### src/rtl/audio_pkg.sv
// Shared types and constants for the audio tone generator.
// Half periods are 25 MHz clk cycles per half of the square wave.
`timescale 1ns/1ps
package audio_pkg;

  typedef enum logic [1:0] {
    IDLE    = 2'd0,
    PLAY    = 2'd1,
    RELEASE = 2'd2
  } state_e;

  localparam logic [4:0] PWM_LAST = 5'd30;

  // 25e6 / (2 * f), C4 .. D5, index 0 is the rest slot
  localparam logic [19:0] NOTE_HALF [0:15] = '{
    20'd0,
    20'd47778,
    20'd45097,
    20'd42566,
    20'd40177,
    20'd37922,
    20'd35793,
    20'd33784,
    20'd31888,
    20'd30098,
    20'd28409,
    20'd26815,
    20'd25310,
    20'd23889,
    20'd22548,
    20'd21283
  };

endpackage

### src/rtl/audio_tone_gen_note_rom.sv
// Note select to half period lookup.
// Scaled by DIV_SHIFT and floored at one cycle.
`timescale 1ns/1ps
module note_rom
  import audio_pkg::*;
#(
  parameter int unsigned DIV_SHIFT = 0
) (
  input  logic [3:0]  sel,
  output logic [19:0] half
);

  logic [19:0] shifted;

  always_comb begin
    shifted = NOTE_HALF[sel] >> DIV_SHIFT;
    half    = (shifted == '0) ? 20'd1 : shifted;
  end

endmodule

### src/rtl/audio_tone_gen.sv
// Note player: square tone, sustain then linear release,
// amplitude applied as 5-bit PWM on a registered output.
`timescale 1ns/1ps
module audio_tone_gen
  import audio_pkg::*;
#(
  parameter int unsigned NOTE_LEN  = 6_250_000,
  parameter int unsigned REL_STEP  = 250_000,
  parameter int unsigned DIV_SHIFT = 0
) (
  input  logic       clk,
  input  logic       reset,
  input  logic       audioEn,
  input  logic [3:0] audioSel,
  input  logic [4:0] audioVol,
  output logic       pwm_out,
  output logic       playing,
  output logic [4:0] level
);

  localparam logic [31:0] DUR_LAST = 32'(NOTE_LEN - 1);
  localparam logic [31:0] REL_LAST = 32'(REL_STEP - 1);

  state_e      state;
  logic [3:0]  cur_sel;
  logic [31:0] dur_cnt;
  logic [31:0] rel_cnt;
  logic [19:0] half_cnt;
  logic [4:0]  pwm_cnt;
  logic        tone;
  logic [19:0] cmd_half;
  logic [19:0] cur_half;
  logic        start;
  logic        stop;

  // new note needs its period now, running note needs the latched one
  note_rom #(.DIV_SHIFT(DIV_SHIFT)) u_cmd_rom (
    .sel  (audioSel),
    .half (cmd_half)
  );

  note_rom #(.DIV_SHIFT(DIV_SHIFT)) u_cur_rom (
    .sel  (cur_sel),
    .half (cur_half)
  );

  assign start   = audioEn && (audioSel != '0) && (audioVol != '0);
  assign stop    = audioEn && !start;
  assign playing = (state != IDLE);

  always_ff @(posedge clk or posedge reset) begin
    if (reset) begin
      state    <= IDLE;
      cur_sel  <= '0;
      level    <= '0;
      dur_cnt  <= '0;
      rel_cnt  <= '0;
      half_cnt <= '0;
      pwm_cnt  <= '0;
      tone     <= 1'b0;
      pwm_out  <= 1'b0;
    end else begin
      pwm_cnt <= (pwm_cnt == PWM_LAST) ? 5'd0 : pwm_cnt + 5'd1;
      pwm_out <= tone & (pwm_cnt < level);
      if (start) begin
        state    <= PLAY;
        cur_sel  <= audioSel;
        level    <= audioVol;
        dur_cnt  <= '0;
        rel_cnt  <= '0;
        tone     <= 1'b0;
        half_cnt <= cmd_half - 20'd1;
      end else if (stop) begin
        state    <= IDLE;
        level    <= '0;
        dur_cnt  <= '0;
        rel_cnt  <= '0;
        tone     <= 1'b0;
        half_cnt <= '0;
      end else begin
        if (state != IDLE) begin
          if (half_cnt == '0) begin
            half_cnt <= cur_half - 20'd1;
            tone     <= ~tone;
          end else begin
            half_cnt <= half_cnt - 20'd1;
          end
        end
        // later tone writes override the toggle above
        unique case (state)
          IDLE: begin
            tone <= 1'b0;
          end
          PLAY: begin
            if (dur_cnt == DUR_LAST) begin
              state   <= RELEASE;
              rel_cnt <= '0;
            end else begin
              dur_cnt <= dur_cnt + 32'd1;
            end
          end
          RELEASE: begin
            if (rel_cnt == REL_LAST) begin
              rel_cnt <= '0;
              if (level == 5'd1) begin
                state <= IDLE;
                level <= '0;
                tone  <= 1'b0;
              end else begin
                level <= level - 5'd1;
              end
            end else begin
              rel_cnt <= rel_cnt + 32'd1;
            end
          end
          default: begin
            state <= IDLE;
            tone  <= 1'b0;
          end
        endcase
      end
    end
  end

endmodule
### config.mk
export PLATFORM = sky130hd
export DESIGN_NAME = audio_tone_gen
export DESIGN_NICKNAME = d
export VERILOG_FILES = /design/src/rtl/audio_pkg.sv /design/src/rtl/audio_tone_gen_note_rom.sv /design/src/rtl/audio_tone_gen.sv
export SDC_FILE = /design/constraint.sdc
export NUM_CORES = 1
export LEC_CHECK = 0
export ABC_CLOCK_PERIOD_IN_PS = 10270
export BUFFER_PORTS_ARGS = -buffer_cell sky130_fd_sc_hd__buf_2
export CAP_MARGIN = 40
export CORE_MARGIN = 5
export CORE_UTILIZATION = 35
export DETAILED_ROUTE_END_ITERATION = 7
export PLACE_DENSITY = 0.54
export SETUP_SLACK_MARGIN = 0.4
export SLEW_MARGIN = 20
export SYNTH_ARGS = -nofsm -noshare
export SYNTH_HDL_FRONTEND = slang
export SYNTH_SLANG_ARGS = --single-unit
### constraint.sdc
create_clock -name clk -period 10.27 [get_ports clk]
set_clock_uncertainty 0.2 [all_clocks]
set_input_delay 1.027 -clock clk [delete_from_list [all_inputs] [get_ports clk]]
set_output_delay 1.027 -clock clk [all_outputs]
set_load 0.005 [all_outputs]
* After elaboration in Yosys (flattened, before gate mapping)
Memories as Yosys holds them, arrays and structs flattened. Index checks and enable logic that the tools add are counted.
Storage, ports and cells: register bits 102, bits in read-only memories 640, bits of input ports 12, output and inout bits 7, word-level logic and storage cells 94, memories 2
Memory list:
- (no name shown) | words 16, width 20, read ports 1, clocked after Yosys merged registers in 0, write ports 0, RTL line audio_tone_gen_note_rom.sv:16 | shifted = NOTE_HALF[sel] >> DIV_SHIFT;
- (no name shown) | words 16, width 20, read ports 1, clocked after Yosys merged registers in 0, write ports 0, RTL line audio_tone_gen_note_rom.sv:16
Operators by class: add/sub/neg operators 7, $lt $le $gt $ge 3, equality and inequality tests 11, muxes and demuxes 38, bitwise gates (word level) 4, reductions and logical operators 20
Operator list (number):
- $mux W32 | 8
- $mux W20 | 10
- $add A32 B1 Y32 const B | 2
- $pmux W32 S2 | 1
- $logic_not A20 Y1 | 3
- $sub A20 B1 Y20 const B | 3
- $eq A32 B18 Y1 const B | 1
- $eq A32 B23 Y1 const B | 1
- $mux W5 | 6
- $ne A4 B4 Y1 const B | 3
- $reduce_bool A3 Y1 | 4
- $ge A5 B5 Y1 const B | 2
- $mux W2 | 5
- $not A4 Y5 | 2
- $reduce_bool A4 Y1 | 2
- $mux W1 | 6
- $ne A3 B3 Y1 const B | 2
- $pmux W2 S3 | 1
- $reduce_and A2 Y1 | 3
- $add A5 B1 Y5 const B | 1
- $eq A5 B1 Y1 const B | 1
- $eq A5 B5 Y1 const B | 1
- $lt A5 B5 Y1 | 1
- $reduce_bool A5 Y1 | 1
- other kinds (11) | 13

* Depth between registers and ports, before layout
depth after elaboration 11, mapped depth 15, mapped depth without buffers 14

* Hierarchy
A second synthesis with hierarchy kept.
Unflattened totals: cells, all modules 907, area, all modules 7546.0 µm²
By module, submodules not included:
- audio_tone_gen | times used 1, cells each 771, area each 6600.1 µm², seq. area each 2552.4 µm²
- note_rom | times used 2, cells each 68, area each 473.0 µm², seq. area each 0.0 µm²

* Least setup slack after synthesis
OpenSTA, ideal clock, no wires.
path type input-to-reg, start in audioSel[1], end reg half_cnt[10], library setup time 0.135 ns, arrival 3.627 ns, required time 9.935 ns, setup slack 6.308 ns, stages on the path 14, path buffers 1, path through buf_2 -> inv_1 -> ha_1 -> inv_1 -> mux4_2 -> nand2b_1 -> or3_1 -> o21a_1 -> ha_1 -> nand2_1 -> or4_1 -> xnor2_1 -> a22oi_1 -> o31ai_1
Between the ends: cells in the longest elaborated chain, start to end 8, elaborated cells between the ends (all ways) 15, those cells by class add/sub: 1; mux: 5; bitwise: 1; reduce/logical: 7; memory: 1
RTL lines:
- start, declared | RTL line audio_tone_gen.sv:14 | input logic [3:0] audioSel,
- $not A4 Y5 (implied by the code) | RTL line audio_tone_gen_note_rom.sv:16
- $mem_v2 Z16 W20
- $mux W20 (implied by the code) (2 in a row) | RTL line audio_tone_gen_note_rom.sv:16
- $logic_not A20 Y1 | RTL line audio_tone_gen_note_rom.sv:17 | half = (shifted == '0) ? 20'd1 : shifted;
- $mux W20 | RTL line audio_tone_gen_note_rom.sv:17
- $sub A20 B1 Y20 | RTL line audio_tone_gen.sv:72 | half_cnt <= cmd_half - 20'd1;
- $mux W20 | RTL line audio_tone_gen.sv:65 | if (start) begin
- end signal, assigned | RTL line audio_tone_gen.sv:72
- end signal, assigned | RTL line audio_tone_gen.sv:83 | half_cnt <= cur_half - 20'd1;
- end signal, assigned | RTL line audio_tone_gen.sv:86 | half_cnt <= half_cnt - 20'd1;
- end, declared | RTL line audio_tone_gen.sv:28 | logic [19:0] half_cnt;
Parallel ways exist; a longest one is shown, timed or not. The select of a mux whose other input is x is not followed. A chain may end at the register's enable or synchronous reset.

* Worst setup path after layout
start in audioSel[0], end reg half_cnt[12]
The elaborated chain is that of the path after synthesis.

==> reports/metrics.json <==
{
  "crit_path_start": {"value": "audioSel[0]"},
  "number_of_vias_per_cell_after_detailed_routing": {"value": 5.54},
  "layout_min_cycle_time": {"value": 4080, "unit": "ps"},
  "maximum_number_of_pins_on_one_net_before_global_route_repair": {"value": 64},
  "syn-instance-count": {"value": 837},
  "endpoint_kind": {"value": "flip-flop"},
  "htreeDepth": {"value": 3},
  "grt_overflow": {"value": 0},
  "cts-buffers-inserted": {"value": 9},
  "detail-route-antenna-nets": {"value": 0},
  "cts-root-to-sink-buffers": {"value": 2},
  "cts_setup_buffers": {"value": 0},
  "top_level_ports": {"value": 19},
  "setup.reg_to_reg.worst_slack": {"value": 6370, "unit": "ps"},
  "core_box_area": {"value": 0.0200, "unit": "mm²"},
  "cts_hold_buf": {"value": 0},
  "path_clk_slew": {"value": 80, "unit": "ps"},
  "critical_path.reg2reg.startpoint": {"value": "cur_sel[0]"},
  "post_route_cells_drive_above_1_share": {"value": 9.27, "unit": "%"},
  "initial_utilization": {"value": 35.3, "unit": "%"},
  "routed-wl-met2": {"value": 7680, "unit": "µm"},
  "worst_reg2reg_path_endpoint": {"value": "half_cnt[18]"},
  "worst_pin_slew": {"value": 792, "unit": "ps"},
  "dieHeight": {"value": 152, "unit": "µm"},
  "routed_wire_length_per_instance": {"value": 15.4, "unit": "µm"},
  "slew_violations": {"value": 0},
  "tritoncts": {"value": "done"},
  "clock-sinks": {"value": 102},
  "rows": {"value": 52},
  "grt_pass1_wl": {"value": 28900, "unit": "µm"},
  "crit_required": {"value": 10310, "unit": "ps"},
  "final_hold_viol_count": {"value": 0},
  "peakVddDrop": {"value": 0.0677, "unit": "mV"},
  "ys_async_sr_fraction": {"value": 100, "unit": "%"},
  "synth.lib_cells_used.distinct": {"value": 85},
  "postSynthNetCount": {"value": 878},
  "setup_viol": {"value": 0},
  "rsz_0062_raised_after_global_routing": {"value": "false"},
  "hold_path_class": {"value": "flip-flop to flip-flop"},
  "detailed_place_hpwl": {"value": 12200, "unit": "µm"},
  "drc_errors": {"value": 0},
  "worst_hold_path_depth": {"value": 1},
  "outcome": {"value": "finished clean"},
  "cp-start-kind": {"value": "input pin"},
  "postSynthAreaPerCell": {"value": 8.45, "unit": "µm²"},
  "totalWireLength": {"value": 17100, "unit": "µm"},
  "layout_worst_path_cycle_share": {"value": 39.7, "unit": "%"},
  "fin_tns_setup": {"value": 0, "unit": "ps"},
  "critPathKind": {"value": "input pin to flip-flop"},
  "layout_common_cells": {"value": "102 x sky130_fd_sc_hd__dfrtp_1, 101 x sky130_fd_sc_hd__o21ai_0, 78 x sky130_fd_sc_hd__nor2_1"},
  "grt_use_total": {"value": 14.7, "unit": "%"},
  "clock.fmax": {"value": 245, "unit": "MHz"},
  "drt_pass1_iterations": {"value": 5},
  "fin_worst_hold_slack": {"value": 291, "unit": "ps"},
  "grt_antenna_before_repair": {"value": 0},
  "ys_ff_latch": {"value": 102},
  "syn-cell-area": {"value": 0.00707, "unit": "mm²"},
  "ctsResizeCount": {"value": 0},
  "maxCapViolations": {"value": 0},
  "synth_edf_count": {"value": 0},
  "number_of_global_route_vias_before_repair": {"value": 5648},
  "globalplace.congestion": {"value": 0.906},
  "number_of_drc_markers_in_iteration_0": {"value": 561},
  "clkLatencyLatePin": {"value": 350, "unit": "ps"},
  "die_width": {"value": 152, "unit": "µm"},
  "cp_max_fo": {"value": 11},
  "commonest_non_fill_non_tap_cell_in_the_layout": {"value": "sky130_fd_sc_hd__dfrtp_1"},
  "worst-r2r-cell-count": {"value": 14},
  "ys.warnings.count": {"value": 0},
  "buffer_ports.inserted": {"value": 18},
  "min_delay_worst_endpoint": {"value": "rel_cnt[31]"},
  "detailroute.via_count": {"value": 6160},
  "nNetsFinal": {"value": 877},
  "route.top_layer_used": {"value": "met4"},
  "synth_ff_type": {"value": "sky130_fd_sc_hd__dfrtp_1"},
  "hold_path_startpoint": {"value": "rel_cnt[31]"},
  "power_density_of_the_placed_cells": {"value": 138, "unit": "mW/mm²"},
  "cts-root-buf": {"value": "sky130_fd_sc_hd__clkbuf_16"},
  "routed-wl-met3": {"value": 478, "unit": "µm"},
  "areaGrowthSynthToFinish": {"value": 8.92, "unit": "%"},
  "relative_slew_slack": {"value": 47.2, "unit": "%"},
  "arrival": {"value": 4120, "unit": "ps"},
  "fp.dieArea": {"value": 0.0232, "unit": "mm²"},
  "detail_route.wirelength.met1": {"value": 8640, "unit": "µm"},
  "diode_insertion_count_for_antenna_repair": {"value": 0},
  "p_leak": {"value": 0.00320, "unit": "µW"},
  "yosysSeqAreaShare": {"value": 36.1, "unit": "%"}
}
layer usage:
| layer | track usage (%) | vias to the layer above |
|---|---|---|
| li1 | - | 3073 |
| met1 | 21.8 | 2965 |
| met2 | 22.5 | 106 |
| met3 | 1.53 | 16 |
| met4 | 4.45 | 0 |
| met5 | 0 | - |
critical path, stage by stage:
cell and delay, ps:
sky130_fd_sc_hd__buf_2 230, sky130_fd_sc_hd__inv_1 150, sky130_fd_sc_hd__ha_1 360, sky130_fd_sc_hd__inv_1 60, sky130_fd_sc_hd__mux4_2 470, sky130_fd_sc_hd__nand2b_1 170
sky130_fd_sc_hd__or3_1 180, sky130_fd_sc_hd__o21a_1 150, sky130_fd_sc_hd__ha_1 200, sky130_fd_sc_hd__nand2_1 110, sky130_fd_sc_hd__or4_1 550, sky130_fd_sc_hd__o221ai_1 260
sky130_fd_sc_hd__a22oi_1 100, sky130_fd_sc_hd__o311ai_1 110
flip-flops by register name (all words and copies together), names as in the netlist:
name	cells
tone	1
level	5
rel_cnt	32
pwm_cnt	5
dur_cnt	32
cur_sel	4
half_cnt	20
state	2
pwm_out	1
cell usage after synthesis, drive strengths merged (3+ instances only):
cell / count / area, µm²
nand2b: 7 / 43.8
and4: 4 / 36.3
a21o: 3 / 22.5
and3: 20 / 125
o31ai: 11 / 101
nor2b: 8 / 50.1
nor3b: 4 / 35.0
a211oi: 5 / 42.5
nor4b: 4 / 35.0
inv: 37 / 139
nand2: 78 / 295
nor2: 79 / 313
nor3: 22 / 133
ha: 29 / 363
nor4: 13 / 81.3
nand3: 24 / 120
o311ai: 3 / 43.8
o211ai: 7 / 52.6
o31a: 4 / 35.0
or4: 5 / 41.3
xnor2: 15 / 131
o221ai: 4 / 35.0
and2: 8 / 51.3
buf: 14 / 92.6
or2: 7 / 46.3
mux4: 6 / 135
o2111ai: 4 / 41.3
and3b: 3 / 26.3
or3: 24 / 155
dfrtp: 102 / 2550
mux2i: 8 / 80.1
a31oi: 15 / 93.8
a21oi: 53 / 269
o22ai: 5 / 31.3
xor2: 19 / 166
a41oi: 3 / 26.3
nand3b: 4 / 30.0
o21a: 5 / 37.5
a22oi: 3 / 22.5
clkbuf: 23 / 87.6
nand4: 17 / 106
o21ai: 104 / 524
through the flow:
stage | instances | utilization (%) | area, µm² | power, µW | setup WS [ps]
after global placement | 1094 | 36.8 | 7370 | 715 | 5950
after detailed placement | 1095 | 36.9 | 7390 | 714 | 5890
after floorplan | 837 | - | 7070 | 647 | 6310
final | 1111 | 38.4 | 7700 | 1060 | 6190
after CTS | 1111 | 38.4 | 7700 | 1070 | 6250
after global routing | 1111 | 38.4 | 7700 | 1120 | 5950
report_power, final:
part | switching, µW | internal, µW
Sequential | 35.7 | 425
Combinational | 152 | 95.4
Clock | 177 | 175
how the worst max path moves through the flow:
stage	end	slack (ps)	cells past startpoint
detailed placement	half_cnt[12]	5890	14
global route	half_cnt[12]	5950	14
CTS	half_cnt[12]	6250	14
floorplan	half_cnt[10]	6310	14
finish	half_cnt[12]	6190	14
global placement	half_cnt[10]	5950	14
kinds of logic after synthesis:
group | after synthesis | synth area share, %
adder cells (fa/ha/maj) | 29 | 5.13
AO/OA/AOI/OAI | 246 | 21.7
flip-flops | 102 | 36.1
XOR/XNOR | 34 | 4.21
AND/OR/NAND/NOR | 337 | 25.2
multiplexers | 15 | 3.20
buffers and inverters | 74 | 4.51
cell type report:
type,count,area [µm²]
tap,270,338
multi-input combinational,661,4210
timing repair buffer,25,155
clock inverter,7,86.3
fill,2105,12300
clock buffer,9,225
inverter,37,141
sequential,102,2550
No activity file was read; power rests on OpenSTA's default activity.
